--- config.mk ---
export PLATFORM = sky130hd
export DESIGN_NAME = mux4_rr_arbiter_flat
export DESIGN_NICKNAME = d
export VERILOG_FILES = /design/src/rtl/mux4_rr_arbiter_pkg.sv /design/src/rtl/mux4_rr_arbiter_if.sv /design/src/rtl/mux4_rr_arbiter_mux4_w.sv /design/src/rtl/mux4_rr_arbiter.sv /design/src/flat_wrapper.sv
export SDC_FILE = /design/constraint.sdc
export NUM_CORES = 1
export LEC_CHECK = 0
export CAP_MARGIN = 40
export CORE_AREA = 2 2 48 50
export CTS_BUF_LIST = sky130_fd_sc_hd__clkbuf_8
export DETAILED_ROUTE_END_ITERATION = 10
export DIE_AREA = 0 0 50 52
export PLACE_DENSITY = 0.85
export SLEW_MARGIN = 5
export SYNTH_ARGS = -nofsm -noshare
export SYNTH_HDL_FRONTEND = slang
export SYNTH_SLANG_ARGS = --single-unit
--- constraint.sdc ---
create_clock -name clk -period 4.4 [get_ports clk]
set_input_delay 0.44 -clock clk [delete_from_list [all_inputs] [get_ports clk]]
set_output_delay 0.44 -clock clk [all_outputs]
set_load 0.01 [all_outputs]
--- src/rtl/mux4_rr_arbiter_pkg.sv ---
// ---------------------------------------------------------------------------
// mux_arb_pkg
// Shared definitions for the 4-input round-robin packet arbiter/mux.
//   N_REQ   : number of requesters (4)
//   SEL_W   : width of a requester index (2)
//   state_e : arbiter FSM states (IDLE, GRANT)
//   pick_t  : result of a round-robin search (found flag + winning index)
//   rr_pick : combinational round-robin search starting at a pointer
// ---------------------------------------------------------------------------
package mux_arb_pkg;

    localparam int N_REQ = 4;
    localparam int SEL_W = 2;

    typedef logic [SEL_W-1:0] sel_t;

    typedef enum logic {
        IDLE  = 1'b0,
        GRANT = 1'b1
    } state_e;

    typedef struct packed {
        logic found;
        sel_t idx;
    } pick_t;

    // First requester with valid high, searching ptr, ptr+1, ... (mod 4).
    // The loop runs from the largest offset down so the smallest offset
    // from ptr is the one left standing.
    function automatic pick_t rr_pick(input logic [N_REQ-1:0] valid, input sel_t ptr);
        pick_t p;
        sel_t  cand;
        p = '0;
        for (int i = N_REQ - 1; i >= 0; i--) begin
            cand = ptr + sel_t'(i);
            if (valid[cand]) begin
                p.found = 1'b1;
                p.idx   = cand;
            end
        end
        return p;
    endfunction

endpackage

--- src/rtl/mux4_rr_arbiter_if.sv ---
// ---------------------------------------------------------------------------
// mux4_rr_arbiter_if
// Bundles the requester-side and downstream-side handshake of the arbiter.
//   req_valid/req_data/req_last : 4 requesters, data of requester i at [i*W +: W]
//   req_ready                   : per-requester accept (one-hot or zero)
//   out_valid/out_data/out_last : muxed stream towards downstream
//   out_ready                   : downstream accept
//   out_sel                     : index of current grant
//   busy                        : high while a grant is held
// Modports:
//   slave  : the arbiter's view
//   master : the environment's view (requesters + downstream sink)
// ---------------------------------------------------------------------------
interface mux4_rr_arbiter_if
    import mux_arb_pkg::*;
#(
    parameter int W = 8
);
    logic [N_REQ-1:0]   req_valid;
    logic [N_REQ*W-1:0] req_data;
    logic [N_REQ-1:0]   req_last;
    logic [N_REQ-1:0]   req_ready;
    logic               out_valid;
    logic [W-1:0]       out_data;
    logic               out_last;
    logic               out_ready;
    logic [SEL_W-1:0]   out_sel;
    logic               busy;

    modport slave (
        input  req_valid, req_data, req_last, out_ready,
        output req_ready, out_valid, out_data, out_last, out_sel, busy
    );

    modport master (
        output req_valid, req_data, req_last, out_ready,
        input  req_ready, out_valid, out_data, out_last, out_sel, busy
    );
endinterface

--- src/rtl/mux4_rr_arbiter_mux4_w.sv ---
// ---------------------------------------------------------------------------
// mux4_w
// W-wide 4:1 data multiplexer.
//   sel_i  : requester index
//   data_i : four packed W-bit lanes, lane i at [i*W +: W]
//   data_o : selected lane
// ---------------------------------------------------------------------------
module mux4_w
    import mux_arb_pkg::*;
#(
    parameter int W = 8
) (
    input  sel_t               sel_i,
    input  logic [N_REQ*W-1:0] data_i,
    output logic [W-1:0]       data_o
);
    always_comb begin
        // NOTE: every output of a combinational block gets a value on every
        // path (here via default) so no latch is inferred.
        data_o = data_i[0 +: W];
        case (sel_i)
            2'd0:    data_o = data_i[0*W +: W];
            2'd1:    data_o = data_i[1*W +: W];
            2'd2:    data_o = data_i[2*W +: W];
            2'd3:    data_o = data_i[3*W +: W];
            default: data_o = data_i[0 +: W];
        endcase
    end
endmodule

--- src/rtl/mux4_rr_arbiter.sv ---
// ---------------------------------------------------------------------------
// mux4_rr_arbiter
// Round-robin packet arbiter in front of a 4:1 data mux. In IDLE it picks the
// next valid requester starting from a rotating pointer (1 cycle latency);
// in GRANT it passes the granted requester's stream straight through until a
// transfer carrying last, then moves the pointer past the served requester.
//   clk, rst       : clock, synchronous active-high reset
//   bus (slave)    : requester/downstream handshake, out_sel, busy
//   timeout_pulse  : 1-cycle pulse when the grant watchdog fires
//                    (only present when ARB_TIMEOUT_EN is defined)
// Optional feature macro: ARB_TIMEOUT_EN -- releases a grant whose requester
// has been idle for TIMEOUT consecutive cycles.
// ---------------------------------------------------------------------------
module mux4_rr_arbiter
    import mux_arb_pkg::*;
#(
    parameter int W       = 8,
    parameter int TIMEOUT = 16
) (
    input  logic                clk,
    input  logic                rst,
    mux4_rr_arbiter_if.slave    bus
`ifdef ARB_TIMEOUT_EN
    ,
    output logic                timeout_pulse
`endif
);
    state_e state_q;
    sel_t   ptr_q;
    sel_t   g_q;
    logic   busy_q;

    pick_t  pick;
    logic   in_grant;
    logic   g_valid;
    logic   g_last;
    logic   pkt_done;

    always_comb pick = rr_pick(bus.req_valid, ptr_q);

    assign in_grant = (state_q == GRANT);
    assign g_valid  = bus.req_valid[g_q];
    assign g_last   = bus.req_last[g_q];
    // Last word of the packet accepted downstream.
    assign pkt_done = in_grant & g_valid & bus.out_ready & g_last;

    // Zero-latency pass-through of the granted requester.
    assign bus.out_valid = in_grant & g_valid;
    assign bus.out_last  = in_grant & g_last;
    assign bus.out_sel   = g_q;
    assign bus.busy      = busy_q;

    always_comb begin
        bus.req_ready = '0;
        if (in_grant) bus.req_ready[g_q] = bus.out_ready;
    end

    mux4_w #(.W(W)) u_mux (
        .sel_i  (g_q),
        .data_i (bus.req_data),
        .data_o (bus.out_data)
    );

`ifdef ARB_TIMEOUT_EN
    localparam int CNT_W = $clog2(TIMEOUT + 1);
    logic [CNT_W-1:0] tmo_cnt_q;
    logic             timeout_pulse_q;
    logic             tmo_hit;

    // The cycle that would bring the idle count up to TIMEOUT.
    assign tmo_hit       = in_grant & ~g_valid & (tmo_cnt_q == CNT_W'(TIMEOUT - 1));
    assign timeout_pulse = timeout_pulse_q;
`endif

    // NOTE: sequential state uses non-blocking assignments only, so every
    // register samples the pre-edge values regardless of statement order.
    always_ff @(posedge clk) begin
        if (rst) begin
            state_q <= IDLE;
            ptr_q   <= '0;
            g_q     <= '0;
            busy_q  <= 1'b0;
`ifdef ARB_TIMEOUT_EN
            tmo_cnt_q       <= '0;
            timeout_pulse_q <= 1'b0;
`endif
        end else begin
`ifdef ARB_TIMEOUT_EN
            timeout_pulse_q <= 1'b0;
`endif
            case (state_q)
                IDLE: begin
                    if (pick.found) begin
                        g_q     <= pick.idx;
                        state_q <= GRANT;
                        busy_q  <= 1'b1;
`ifdef ARB_TIMEOUT_EN
                        tmo_cnt_q <= '0;
`endif
                    end
                end
                GRANT: begin
                    if (pkt_done) begin
                        state_q <= IDLE;
                        busy_q  <= 1'b0;
                        ptr_q   <= g_q + sel_t'(1);
                    end
`ifdef ARB_TIMEOUT_EN
                    if (g_valid) begin
                        tmo_cnt_q <= '0;
                    end else if (tmo_hit) begin
                        state_q         <= IDLE;
                        busy_q          <= 1'b0;
                        ptr_q           <= g_q + sel_t'(1);
                        tmo_cnt_q       <= '0;
                        timeout_pulse_q <= 1'b1;
                    end else begin
                        tmo_cnt_q <= tmo_cnt_q + CNT_W'(1);
                    end
`endif
                end
                default: begin
                    state_q <= IDLE;
                    busy_q  <= 1'b0;
                end
            endcase
        end
    end
endmodule

--- src/flat_wrapper.sv ---
// flat-port wrapper written by rule: the top's interface ports become plain ports
module mux4_rr_arbiter_flat import mux_arb_pkg::*;
#(
    parameter int W       = 8,
    parameter int TIMEOUT = 16
)
  (clk, rst, bus_req_valid, bus_req_data, bus_req_last, bus_out_ready, bus_req_ready, bus_out_valid, bus_out_data, bus_out_last, bus_out_sel, bus_busy);
  mux4_rr_arbiter_if #(.W(W)) bus_i ();
  input  logic clk;
  input  logic rst;
  input wire logic [$bits(bus_i.req_valid)-1:0] bus_req_valid;
  input wire logic [$bits(bus_i.req_data)-1:0] bus_req_data;
  input wire logic [$bits(bus_i.req_last)-1:0] bus_req_last;
  input wire logic [$bits(bus_i.out_ready)-1:0] bus_out_ready;
  output wire logic [$bits(bus_i.req_ready)-1:0] bus_req_ready;
  output wire logic [$bits(bus_i.out_valid)-1:0] bus_out_valid;
  output wire logic [$bits(bus_i.out_data)-1:0] bus_out_data;
  output wire logic [$bits(bus_i.out_last)-1:0] bus_out_last;
  output wire logic [$bits(bus_i.out_sel)-1:0] bus_out_sel;
  output wire logic [$bits(bus_i.busy)-1:0] bus_busy;
  assign bus_i.req_valid = bus_req_valid;
  assign bus_i.req_data = bus_req_data;
  assign bus_i.req_last = bus_req_last;
  assign bus_i.out_ready = bus_out_ready;
  assign bus_req_ready = bus_i.req_ready;
  assign bus_out_valid = bus_i.out_valid;
  assign bus_out_data = bus_i.out_data;
  assign bus_out_last = bus_i.out_last;
  assign bus_out_sel = bus_i.out_sel;
  assign bus_busy = bus_i.busy;
  mux4_rr_arbiter #(.W(W), .TIMEOUT(TIMEOUT)) u_core (.clk(clk), .rst(rst), .bus(bus_i));
endmodule
Word level (Yosys, flattened, before mapping)
Cells that the tools add are included. Widths: inputs -> output; s select.

Reductions and logical operators: 5. Add/sub/neg operators: 4. Bitwise operators: 6. $lt $le $gt $ge: 6. Muxes and demuxes: 26. Equal/unequal tests: 5.

Operator list (number): $pmux 8 s4 (1); $lt 2x3->1 const B (5); $bmux 1 s2 (6); $mux 3 (4); $mux 1 (11); $reduce_and 2->1 (3); $add 2x1->2 const B (2); $add 2x2->2 const B (2); $and 1x1->1 (4); $and 4x4->4 (1); $eq 2x2->1 const B (2); $mux 4 (1); $pmux 1 s2 (2); $demux 1 s2 (1); $eq 2x1->1 const B (1); $ge 2x1->1 const B (1); $logic_not 2->1 (1); $ne 2x1->1 const B (1); $ne 2x2->1 const B (1); $logic_and 1x1->1 (1); $not 1->1 (1).

Word-level logic and storage cells: 56. Bits of input ports: 43. Register bits: 6.

Logic depth before layout (Yosys ltp)
Gate-level depths: netlist (run 1).

Word-level depth: 9. Gate-level depth with buffers: 6. Depth with buffers taken out: 4.

Hierarchy
Synthesis (run 1) repeated with hierarchy kept, for this count alone.

Cell total of the unflattened synthesis: 59. Area total of the unflattened synthesis: 633.1 sq um.

By module, submodules not included: mux4_rr_arbiter (instances 1, area each 436.7 sq um, sequential area each 120.1 sq um, cells an instance 49); mux4_w (instances 1, area each 196.4 sq um, sequential area each 0.0 sq um, cells an instance 10).

Worst setup path after synthesis (run 1)
No wires, ideal clock.

Path kind: register to output. From: register u_core.g_q[0], in the netlist u_core.bus.out_sel[0]. To: output bus_out_data[0]. Cell stages (with the launch flop): 6. Buffers on the path: 1. Required time: 3960 ps. Slack: 2503 ps. Arrival time: 1457 ps. Cell sequence: dfxtp_1 inv_1 ha_1 clkbuf_1 a222oi_1 mux2i_1.

Longest elaborated chain between the ends: 2. Elaborated cells on any way between the ends: 5.

RTL lines: start, declared (RTL line mux4_rr_arbiter.sv:30) `sel_t g_q;`; start signal, assigned (RTL line mux4_rr_arbiter.sv:94) `g_q <= pick.idx;`; $eq 2x2->1, or another cell as far along (RTL line mux4_rr_arbiter_mux4_w.sv:21) `case (sel_i)`; $pmux 8 s4 * (RTL line mux4_rr_arbiter_mux4_w.sv:21); end, declared (RTL line flat_wrapper.sv:17) `output wire logic [$bits(bus_i.out_data)-1:0] bus_out_data;`.

Every way passes the cells marked *; elsewhere a longest branch is shown, timed or not.

Worst setup path in the final report (run 1)
From: register u_core.g_q[0], in the netlist u_core.bus.out_sel[0]. To: output bus_out_data[1].

Same word-level chain as after synthesis.

==> flow_summary_export.csv, run 1 <==
group,metric,value,unit
status,status,"completed",
synthesis,synth.cell_area,696,µm²
critical_path,cp_num_buf_inv,2,
global_route,grt_pass1_wl,4.11,mm
placed_design,dpl.cell_count,167,
clock_network,post_cts_buffers,0,
critical_path,cp-startpoint,"u_core.bus.out_sel[0]",
clock_network,cts_max_path_buffers,2,
pwr,irDropWorstVdd,188,µV
critical_path,cp_top_family,"buffers and inverters",
timing,setup_viol_count_final,0,
finish,syn_to_final_growth,91.4,%
clock_network,cts_made_buffers,3,
timing,slew_violations,0,
timing,fin_tns_setup,0,ps
critical_path,path_cells,"inv_1, ha_1, a222oi_1, mux2i_1, clkdlybuf4s50_1",
floorplanning,die_h,52,µm
synthesis,yosysWarnings,0,
synthesis,synth_compound_area_share,26.8,%
synthesis,synth.area.top_cells,"dfxtp_1, mux2i_1, a222oi_1",
global_route,grt_overflow,0,
synthesis,yosysTopAreaCellShare,17.3,%
finish,final_cell_count_no_fill,170,
synthesis,synth_mux_area_share,19.1,%
pwr,clkPwrFrac,28.1,%
routing,dr.pass1.iters,5,
timing,grt_setup_unrepaired,"no",
synthesis,avgSynthCellArea,8.09,µm²
clock_network,cts_resized,0,
critical_path,crit_path_end_kind,"primary output",
floorplanning,core,0.00211,mm²
synthesis,seq_area_frac_synth,17.3,%
clock_network,clock-sinks,6,
floorplanning,start_util,33.0,%
routing,wl_per_cell,14.7,µm
critical_path,critPathSlowestCell,"clkdlybuf4s50_1",
clock_network,clk_pin_slew,30,ps
global_route,grt_usage,20.2,%
timing,tightest_slew,465,ps
critical_path,critPathLaunchType,"flip-flop",
critical_path,r2r-start,"u_core.bus.out_sel[1]",
global_route,grt_start_max_net_pins,11,
clock_network,clk_latency,220,ps
synthesis,yosys.area_share.simple,15.3,%
pwr,p_comb_share,47.7,%
critical_path,critPathMaxStageDelay,510,ps
pwr,p_switching,0.0000834,W
timing,post-route-period-util,61.9,%
synthesis,synth_top_family_by_area,"compound AO/OA/AOI/OAI gates",
timing,timing.hold.ws,480,ps
synthesis,mappedNetlistNets,134,
floorplanning,die_area,0.00260,mm²
floorplanning,die_w,50,µm
placed_design,gp_congestion,0.699,
synthesis,yosysTopAreaCell,"dfxtp_1",
finish,diodes,0,
pwr,switching_share,28.9,%
synthesis,ys_types,26,
pwr,power_frac_seq,24.2,%
synthesis,synth_xor_xnor_area_share,0,%
floorplanning,io_pins,60,
pwr,leakage,0.571,nW
clock_network,root_buffer,"clkbuf_8",
finish,design_area,0.00133,mm²
global_route,grt_pass1_vias,945,
synthesis,ys_ff_latch,6,
clock_network,cts_tree,"built",
placed_design,dp_hpwl,2.03,mm
timing,fmax,0.367,GHz
routing,drtIter0Drc,34,
routing,vias_per_cell,5.20,
routing,drc,0,
synthesis,netlist_instances,86,
placed_design,io_buffers,59,
critical_path,cp_max_fo,9,
clock_network,postCtsHoldBufs,0,
routing,vias,884,
routing,ant_nets,0,
worst_hold_path,holdCritPathClass,"flip-flop to flip-flop",
global_route,grt_antenna_before_repair,0,
routing,wirelength,2.49,mm
critical_path,path_class,"flip-flop to primary output",
critical_path,crit_arrival,2280,ps
floorplanning,rows,17,
flow_run,drv_cap,0,
pwr,intPower,0.000205,W
pwr,power_density,217,mW/mm²
worst_hold_path,min_from,"u_core.bus.busy",
placed_design,placed_area,0.00129,mm²
timing,hold_viol,0,
timing,fin_skew,0.174,ps
timing,period_needed,2720,ps
finish,nets,192,
clock_network,h-tree-depth,1,
critical_path,crit_required,3960,ps
critical_path,worst-r2r-setup-slack,2870,ps
synthesis,synthAdderAreaFrac,8.99,%
timing,slew_headroom,69.0,%
finish,drive_gt1_share,5.63,%
==> logic make-up after synthesis <==
kind of cell	count (synthesis)
buffers and inverters	21
AND/OR/NAND/NOR	21
multiplexers	12
AO/OA/AOI/OAI	21
flip-flops	6
adder cells (fa/ha/maj)	5
==> synth_stat cells (all sizes together) <==
cell / instances
o21ai: 1
nand4: 1
nor2: 2
mux2i: 11
nor3: 2
o31ai: 1
nand2b: 1
buf: 2
and3: 5
inv: 15
a21o: 1
dfxtp: 6
nand2: 9
mux4: 1
ha: 5
o21a: 1
o221ai: 2
clkbuf: 4
and2: 1
o22ai: 2
a31o: 1
a21oi: 2
a222oi: 8
a211o: 2
==> power by group through the flow <==
stage / Combinational (W) / Clock (W) / Sequential (W)
3_5_place_dp: 0.000138 / 0 / 0.0000705
2_1_floorplan: 0.0000619 / 0 / 0.0000660
5_1_grt: 0.000149 / 0.0000869 / 0.0000712
3_3_place_gp: 0.000135 / 0 / 0.0000701
4_1_cts: 0.000139 / 0.0000812 / 0.0000698
6_report: 0.000138 / 0.0000810 / 0.0000698
==> cell usage in the layout, fill, tap and decap left out <==
cell type / count
a222oi_1: 8
dfxtp_1: 6
and2_1: 1
nor3_1: 1
a211o_1: 2
o21ai_0: 1
nor2_1: 2
a31o_2: 1
mux2i_1: 11
clkbuf_8: 3
a21o_1: 1
nand4_1: 1
o22ai_1: 2
and3_1: 5
nor3_2: 1
o31ai_2: 1
nand2_1: 9
clkdlybuf4s50_1: 59
ha_1: 5
o221ai_1: 2
inv_1: 15
o21a_4: 1
a21oi_1: 2
mux4_2: 1
nand2b_1: 1
==> path summary, 6_finish.rpt <==
path / end / cells past startpoint
setup / recovery: bus_out_data[1] / 5
hold reg to reg: u_core.bus.busy / 2
hold / removal: u_core.bus.busy / 2
setup reg to reg: u_core.ptr_q[0] / 3
==> state kept, by name, summed over array words and instances (netlist names) <==
register,count
u_core.bus.busy,1
u_core.ptr_q,2
u_core.bus.out_sel,2
u_core.in_grant,1
==> per-stage QoR <==
step	total power (W)	setup WS [ps]	util, %
global route	0.000307	1520	63.2
detailed placement	0.000209	1860	61.3
finish	0.000289	1680	63.2
CTS	0.000290	1660	63.2
floorplan	0.000128	2500	-
global placement	0.000205	1890	61.3
==> layer usage <==
metal	vias to the layer above	part of all wire, %	wire length [µm]	global-route usage, %
met5	-	0	0	0
met4	0	0	0	2.78
met3	0	11	268	4.89
met2	50	51	1280	40.1
met1	406	38	945	21.7
li1	428	-	-	-
==> worst register-to-register path, cell delays in order (launching register included) <==
cell and delay [ps]:
dfxtp_1 520, mux4_2 590, o21a_4 160, o31ai_2 170
==> final cells by class <==
| class | instances | area (µm²) |
|---|---|---|
| fillers | 187 | 774 |
| repair buffers | 59 | 591 |
| multi-input cells | 59 | 488 |
| flip-flops and latches | 6 | 120 |
| inverters | 15 | 56.3 |
| clock buffers | 3 | 41.3 |
| well taps | 28 | 35.0 |
No activity file was read; power rests on OpenSTA's default activity.
==> run 2: changes to the inputs <==
CORE_AREA = 2 2 52 54   (was 2 2 48 50)
DIE_AREA = 0 0 54 56   (was 0 0 50 52)
PLACE_DENSITY = 0.76   (was 0.85)
clock period = 2.25 ns   (was 4.4 ns; I/O delays follow)
==> run 2 against run 1 <==
Effect of this change: highest routed layer is now met4; flip-flop and latch count is the same; combinational power grew 100%; non-clock buffer count grew 2.
==> flow_summary_export.csv, run 2 (synthesis gave the netlist of run 1 again) <==
group,metric,value,unit
floorplanning,die_area,0.00302,mm²
status,status,"completed",
pwr,intPower,0.000407,W
routing,vias,899,
critical_path,r2r-start,"u_core.bus.out_sel[1]",
critical_path,path_class,"flip-flop to primary output",
pwr,power_frac_seq,23.4,%
routing,dr.pass1.iters,5,
timing,slew_violations,0,
timing,fmax,0.472,GHz
routing,ant_nets,0,
critical_path,crit_required,2030,ps
timing,tightest_slew,278,ps
timing,post-route-period-util,94.2,%
clock_network,clk_latency,220,ps
pwr,power_density,424,mW/mm²
pwr,irDropWorstVdd,277,µV
routing,drc,0,
finish,drive_gt1_share,11.1,%
placed_design,dp_hpwl,2.03,mm
worst_hold_path,min_from,"u_core.bus.busy",
floorplanning,core,0.00243,mm²
timing,fin_skew,0.682,ps
global_route,grt_antenna_before_repair,0,
timing,hold_viol,0,
routing,vias_per_cell,5.17,
pwr,p_switching,0.000169,W
flow_run,drv_cap,0,
timing,setup_viol_count_final,0,
routing,wirelength,2.55,mm
finish,nets,194,
timing,period_needed,2120,ps
clock_network,clock-sinks,6,
floorplanning,io_pins,60,
pwr,p_comb_share,48.2,%
critical_path,crit_path_end_kind,"primary output",
routing,wl_per_cell,14.7,µm
timing,slew_headroom,80.9,%
global_route,grt_pass1_wl,3.65,mm
pwr,switching_share,29.3,%
timing,grt_setup_unrepaired,"no",
clock_network,cts_made_buffers,3,
pwr,power,0.000576,W
pwr,clkPwrFrac,28.4,%
critical_path,crit_arrival,1890,ps
finish,final_cell_mix,"clkdlybuf4s50_1, inv_1, mux2i_1, nand2_1, a222oi_1",
global_route,grt_overflow,0,
clock_network,postCtsHoldBufs,0,
clock_network,root_buffer,"clkbuf_8",
finish,syn_to_final_growth,95.3,%
timing,fin_tns_setup,0,ps
floorplanning,start_util,28.6,%
clock_network,h-tree-depth,1,
clock_network,cts_tree,"built",
finish,diodes,0,
floorplanning,rows,18,
finish,final_common_cell,"clkdlybuf4s50_1",
global_route,grt_usage,15.9,%
floorplanning,die_h,56,µm
global_route,grt_start_max_net_pins,11,
clock_network,clk_pin_slew,40,ps
worst_hold_path,holdCritPathClass,"flip-flop to flip-flop",
placed_design,io_buffers,59,
critical_path,cp-startpoint,"u_core.bus.out_sel[1]",
pwr,leakage,0.579,nW
placed_design,gp_congestion,0.748,
critical_path,cp_max_fo,9,
critical_path,critPathLaunchType,"flip-flop",
clock_network,cts_max_path_buffers,2,
floorplanning,die_w,54,µm
routing,drtIter0Drc,37,
global_route,grt_pass1_vias,844,
[run 2: changes by cell type in the layout (fill, tap and decap cells not counted), sizes merged]
cell	previous run	this run
buf	0	2
[run 2: per-layer routing]
metal	track usage, %	up-vias	share of wire [%]
met1	16.0	405	38
met5	0	-	0
met4	6.07	0	0.59
met2	28.0	55	46
met3	6.18	2	15
li1	-	437	-
[run 2: cell type report]
| class | count | area (µm²) |
|---|---|---|
| fill | 224 | 1070 |
| timing repair buffer | 61 | 606 |
| multi-input combinational | 59 | 495 |
| sequential | 6 | 123 |
| inverter | 15 | 56.3 |
| clock buffer | 3 | 41.3 |
| tap | 30 | 37.5 |
[run 2: stage by stage]
step	cell area [µm²]	cells	hold WS, ps	utilization, %	setup slack (ps)
after CTS	1360	174	471	55.7	12.2
final	1360	174	476	55.9	131
after detailed placement	1310	171	456	53.8	143
after global placement	1310	171	456	53.8	168
after floorplan	696	86	294	-	568
after global routing	1360	174	501	55.9	2.82
[run 2: power by group through the flow]
stage               registers (W)  clock network (W)  logic, W
floorplan                0.000129                  0  0.000121
global placement         0.000134                  0  0.000271
detailed placement       0.000135                  0  0.000276
CTS                      0.000134           0.000168  0.000279
global route             0.000137           0.000177  0.000300
finish                   0.000135           0.000164  0.000277
[run 2: what timing repair did]
action | CTS | global route
pin swaps | 0 | 1
endpoints found under the setup margin | 8 | 8
buffers inserted | 0 | 0
gates cloned | 0 | 0
gates resized for setup | 3 | 3
[run 2: critical path: stages, from the launching register on]
cell	delay [ps]
dfxtp_2	400
inv_1	100
ha_2	240
a222oi_1	320
mux2i_1	120
clkdlybuf4s50_1	490
[run 2: final timing paths]
check	endpoint	slack, ps	depth (start not counted)
max	bus_out_data[4]	130	5
min	u_core.bus.busy	480	2
max reg2reg	u_core.ptr_q[0]	830	5
min reg2reg	u_core.bus.busy	480	2
==> run 3: changes to the inputs <==
RECOVER_POWER = 50   (was not set)
==> run 3 against run 2 <==
Effect of this change: count of clock-buffer cells in the layout stayed put; register-to-register slack hardly changed; critical endpoint is now bus_out_valid; cell count stayed put; largest cell class unchanged; worst setup slack worse by 55 ps; fmax is 2.5% lower; first-iteration DRC count is 2.7% higher; flip-flop and latch count stayed put; utilization is 0.31 points lower; cell area is 0.55% lower; critical path type is now primary input to primary output; worst hold slack worse by 3.5 ps.
==> flow_summary_export.csv, run 3 (synthesis gave the netlist of run 1 again) <==
group,metric,value,unit
timing,period_needed,2170,ps
floorplanning,die_w,54,µm
routing,ant_nets,0,
timing,grt_setup_unrepaired,"no",
finish,nets,194,
status,status,"completed",
clock_network,h-tree-depth,1,
global_route,grt_antenna_before_repair,0,
critical_path,r2r_end,"u_core.ptr_q[0]",
clock_network,cts_max_path_buffers,2,
finish,syn_to_final_growth,94.2,%
critical_path,crit_required,2030,ps
placed_design,gp_congestion,0.748,
pwr,irDropWorstVdd,280,µV
floorplanning,rows,18,
placed_design,dp_hpwl,2.03,mm
finish,multi_input_area,488,µm²
routing,wl_per_cell,14.7,µm
timing,post-route-period-util,96.6,%
placed_design,io_buffers,59,
critical_path,worst-r2r-setup-slack,820,ps
global_route,grt_pass1_wl,3.65,mm
finish,register_area,123,µm²
worst_hold_path,holdCritPathClass,"flip-flop to flip-flop",
timing,fin_skew,0.790,ps
worst_hold_path,hold_path_end,"u_core.bus.busy",
critical_path,critPathLaunchType,"primary input",
flow_run,drv_cap,0,
timing,setup_slack,76.2,ps
critical_path,path_class,"primary input to primary output",
routing,drtIter0Drc,38,
clock_network,clk_latency,230,ps
clock_network,clock-sinks,6,
pwr,leakage,0.584,nW
timing,slew_headroom,78.5,%
clock_network,root_buffer,"clkbuf_8",
pwr,power,0.000573,W
worst_hold_path,min_from,"u_core.bus.busy",
pwr,power_density,424,mW/mm²
floorplanning,core,0.00243,mm²
finish,fill_cells,226,
timing,fin_tns_setup,0,ps
critical_path,crit_arrival,1950,ps
finish,final_cell_mix,"clkdlybuf4s50_1, inv_1, mux2i_1, nand2_1, a222oi_1",
finish,drive_gt1_share,10.4,%
floorplanning,start_util,28.6,%
placed_design,dp_slack,143,ps
routing,vias,888,
finish,final_common_cell,"clkdlybuf4s50_1",
global_route,grt_pass1_vias,844,
timing,timing.hold.ws,472,ps
clock_network,cts_tree,"built",
timing,fmax,0.460,GHz
worst_hold_path,min_path_cells,2,
timing,slew_violations,0,
global_route,grt_overflow,0,
floorplanning,die_h,56,µm
clock_network,post_cts_buffers,0,
critical_path,r2r_cells,5,
timing,hold_viol,0,
routing,dr.pass1.iters,5,
clock_network,clk_pin_slew,40,ps
critical_path,crit_path_end_kind,"primary output",
routing,vias_per_cell,5.10,
critical_path,r2r-start,"u_core.bus.out_sel[1]",
clock_network,postCtsHoldBufs,0,
floorplanning,die_area,0.00302,mm²
floorplanning,io_pins,60,
finish,diodes,0,
clock_network,cts_made_buffers,3,
global_route,grt_usage,15.9,%
finish,utilization,55.6,%
critical_path,cp_max_fo,3,
routing,wirelength,2.56,mm
timing,setup_viol_count_final,0,
global_route,grt_start_max_net_pins,11,
routing,drc,0,
timing,tightest_slew,322,ps
==> run 3: cell count changes in the layout (fill, tap and decap cells not counted) <==
cell / change
dlygate4sd3_1: +4
o21a_1: +1
clkdlybuf4s50_1: -4
o21a_4: -1
==> run 3: repair_timing <==
item,4_1_cts,5_1_grt
gates resized for setup,3,3
endpoints found under the setup margin,8,8
pin swaps,0,1
==> run 3: worst max path at each step <==
stage / startpoint / to / slack (ps) / depth (start not counted)
floorplan: u_core.bus.out_sel[0] / bus_out_data[0] / 570 / 5
global placement: bus_req_valid[3] / bus_out_valid / 170 / 4
detailed placement: u_core.bus.out_sel[1] / bus_out_data[4] / 140 / 5
CTS: u_core.bus.out_sel[1] / bus_out_data[4] / 10 / 5
global route: u_core.bus.out_sel[1] / bus_out_data[1] / 3 / 5
finish: bus_req_valid[0] / bus_out_valid / 80 / 4
==> run 3: worst max-delay path, cell delays in order <==
cell and delay [ps]:
dlygate4sd3_1 580, mux4_2 500, and2_1 170, clkdlybuf4s50_1 470
==> run 3: final cells by class <==
class | instances | area share, %
Clock buffer | 3 | 3.06
Inverter | 15 | 4.17
Multi-Input combinational cell | 59 | 36.1
Sequential cell | 6 | 9.07
Tap cell | 30 | 2.78
Timing Repair Buffer | 61 | 44.8
==> run 3: layer usage <==
metal	GRT usage, %	vias up	wire length [µm]
met1	16.0	396	993
met3	6.18	3	376
li1	-	435	-
met2	28.0	54	1160
met5	0	-	0
met4	6.07	0	29
==> run 3: report_power, final <==
part	internal (W)	leakage [nW]	switching [W]
clock	0.000115	0.0216	0.0000499
combinational	0.000170	0.512	0.000103
sequential	0.000119	0.0502	0.0000162
total	0.000403	0.584	0.000169
==> run 3: per-stage QoR <==
stage               instance area (µm²)  instances
finish                             1350        174
global route                       1350        174
CTS                                1360        174
detailed placement                 1310        171
global placement                   1310        171
floorplan                           696         86
==> patch, RTL diff (flow settings as in run 3) <==
`W` is set to 8 in 4 places; all go to 10.
--- a/src/rtl/mux4_rr_arbiter_if.sv
+++ b/src/rtl/mux4_rr_arbiter_if.sv
@@ -16,3 +16,3 @@
 #(
-    parameter int W = 8
+    parameter int W = 10
 );
--- a/src/rtl/mux4_rr_arbiter_mux4_w.sv
+++ b/src/rtl/mux4_rr_arbiter_mux4_w.sv
@@ -10,3 +10,3 @@
 #(
-    parameter int W = 8
+    parameter int W = 10
 ) (
--- a/src/rtl/mux4_rr_arbiter.sv
+++ b/src/rtl/mux4_rr_arbiter.sv
@@ -16,3 +16,3 @@
 #(
-    parameter int W       = 8,
+    parameter int W       = 10,
     parameter int TIMEOUT = 16
--- a/src/flat_wrapper.sv
+++ b/src/flat_wrapper.sv
@@ -3,3 +3,3 @@
 #(
-    parameter int W       = 8,
+    parameter int W       = 10,
     parameter int TIMEOUT = 16
Ports: changed (resized bus_out_data and bus_req_data); port bits go from 60 to 70. The function was not compared with the original's and may differ.
==> patch against run 3 <==
Fmax grew 2.2%; power shrank 2.8%; final cell count grew 5.2%; wire length grew 11%; worst setup slack gained 0.047 ns; sequential cell count is the same; synthesized area grew 0.90%; final area grew 10%; sequential share of layout area shrank 0.85 points; first-iteration DRC count grew 45%; count of clock-buffer cells in the layout is the same; critical path type is now flop to primary output; critical endpoint is now bus_out_data[1].
==> patch: results (changes against run 3) <==
Timing
  • Final hold slack: 0.4894 ns (+0.01721 ns)
  • Tmin final: 2.127 ns (-0.04680 ns)
  • Fin Clk Skew: 0.0005362 ns (-0.0002541 ns)
  • Relative slew slack: 60.99% (-18 points)

Worst setup path
  • CP arrival: 1.90 ns (-0.05 ns)
  • Max Fanout on Critical Path: 10 (+7)
  • Worst R2R Start: u_core.bus.out_sel[0]
  • R2r setup slk: 0.68 ns (-0.14 ns)
  • Worst Reg-to-Reg Cells: 4 (-1)
  • Crit Path Class: flop to primary output
  • CP endpoint: bus_out_data[1]

Logic synthesis
  • Synthesized area per cell: 8.356 um2 (+3.3%)
  • Largest cells by area after synthesis: dfxtp_1 17%, mux2i_1 16%, a222oi_1 14%
  • Syn nets: 140 (+4.5%)
  • Yosys cell types: 22 (-15%)
  • Post-synthesis compound-gate area fraction: 26.92% (+0.12 points)
  • FFs w/ async S/R, synth: 0% (unchanged)
  • Synth Area in Adders: 8.913% (-0.080 points)
  • Xor/xnor share of the synthesized area: 0% (unchanged)
  • Mux cell area share after synthesis: 22.10% (+3.0 points)
  • Commonest cells post-synth: 16 x inv_1, 11 x mux2i_1, 10 x a222oi_1
  • Register area share after synthesis: 17.11% (-0.15 points)
  • Main combinational cell family by area after synthesis: compound AO/OA/AOI/OAI gates

Global routing
  • Vias in the first global route: 987 (+17%)
  • Total GRT Usage: 18.73% (+2.9 points)
  • Largest net degree at the start of global routing: 14 (+3)
  • First-pass GRT wire length: 4367 um (+20%)

Clock tree
  • CTS Buf Count: 3 (unchanged)
  • H-tree depth: 1 (unchanged)
  • CTS root buffer: clkbuf_8

Placement
  • Dpl hpwl: 2312 um (+14%)
  • Port bufs: 69 (+17%)
  • DP Worst Slack: 0.1682 ns (+0.02495 ns)
  • DP Area: 1423 um2 (+8.8%)
  • GPL Wtd Cong: 0.7580 (+1.3%)

Pwr
  • Peak VDD IR: 365.0 uV (+30%)
  • Design Power: 556.7 uW (-2.8%)
  • Power per cell area: 373.3 nW/um2 (-12%)
  • Pleak: 0.0006622 uW (+13%)

Detailed routing
  • Initial DRC count: 55 (+45%)
  • Routed met3 length: 493 um (+31%)
  • Met2 WL: 1322 um (+14%)
  • DRT Pass-1 Iters: 6 (+1)
  • Post-Route WL: 2853 um (+11%)
  • Total number of vias: 980 (+10%)
  • Met1 Routed Length: 1013 um (+2.0%)

Outcome
  • Status: finished clean

Cells and area
  • Final nets: 211 (+8.8%)
  • Layout cells sized above 1: 9.804% (-0.61 points)
  • Fillers: 214 (-5.3%)
  • Finished Layout Cells: 183 (+5.2%)

Hold path
  • Hold Crit Start: u_core.bus.busy
  • Worst Hold Depth: 2 (unchanged)
  • Worst Hold Endpoint: u_core.bus.busy
==> patch: cell types whose count changed after synthesis, sizes merged, moves of 2 or more <==
cell    change
a21oi       +2
nor2        +3
o22ai       -2
nand2       -9
a222oi      +2
==> patch: worst max-delay path, stage by stage (launching register included) <==
cell             delay, ns
dfxtp_2               0.33
inv_1                 0.14
ha_2                  0.41
mux2i_1               0.24
clkdlybuf4s50_1       0.56
==> patch: cell type report <==
type / instances / area share [%]
repair buffers: 72 / 48.15
clock buffers: 3 / 2.768
inverters: 16 / 4.027
well taps: 30 / 2.517
multi-input cells: 56 / 34.31
flip-flops and latches: 6 / 8.222
==> patch: timing repair <==
action,in CTS,in global routing
gates resized for setup,2,7
hold endpoints to repair,0,0
setup endpoints to repair,10,10
==> patch: power by group <==
part           switching (uW)  total, uW  internal [uW]
Combinational            94.4        267            173
Clock                    48.0        163            115
Sequential               10.8        126            115
==> patch: metal layers <==
metal	vias up	track usage, %
met1	442	19.16
met5	-	0
met2	70	34.15
li1	464	-
met4	0	3.929
met3	4	7.796
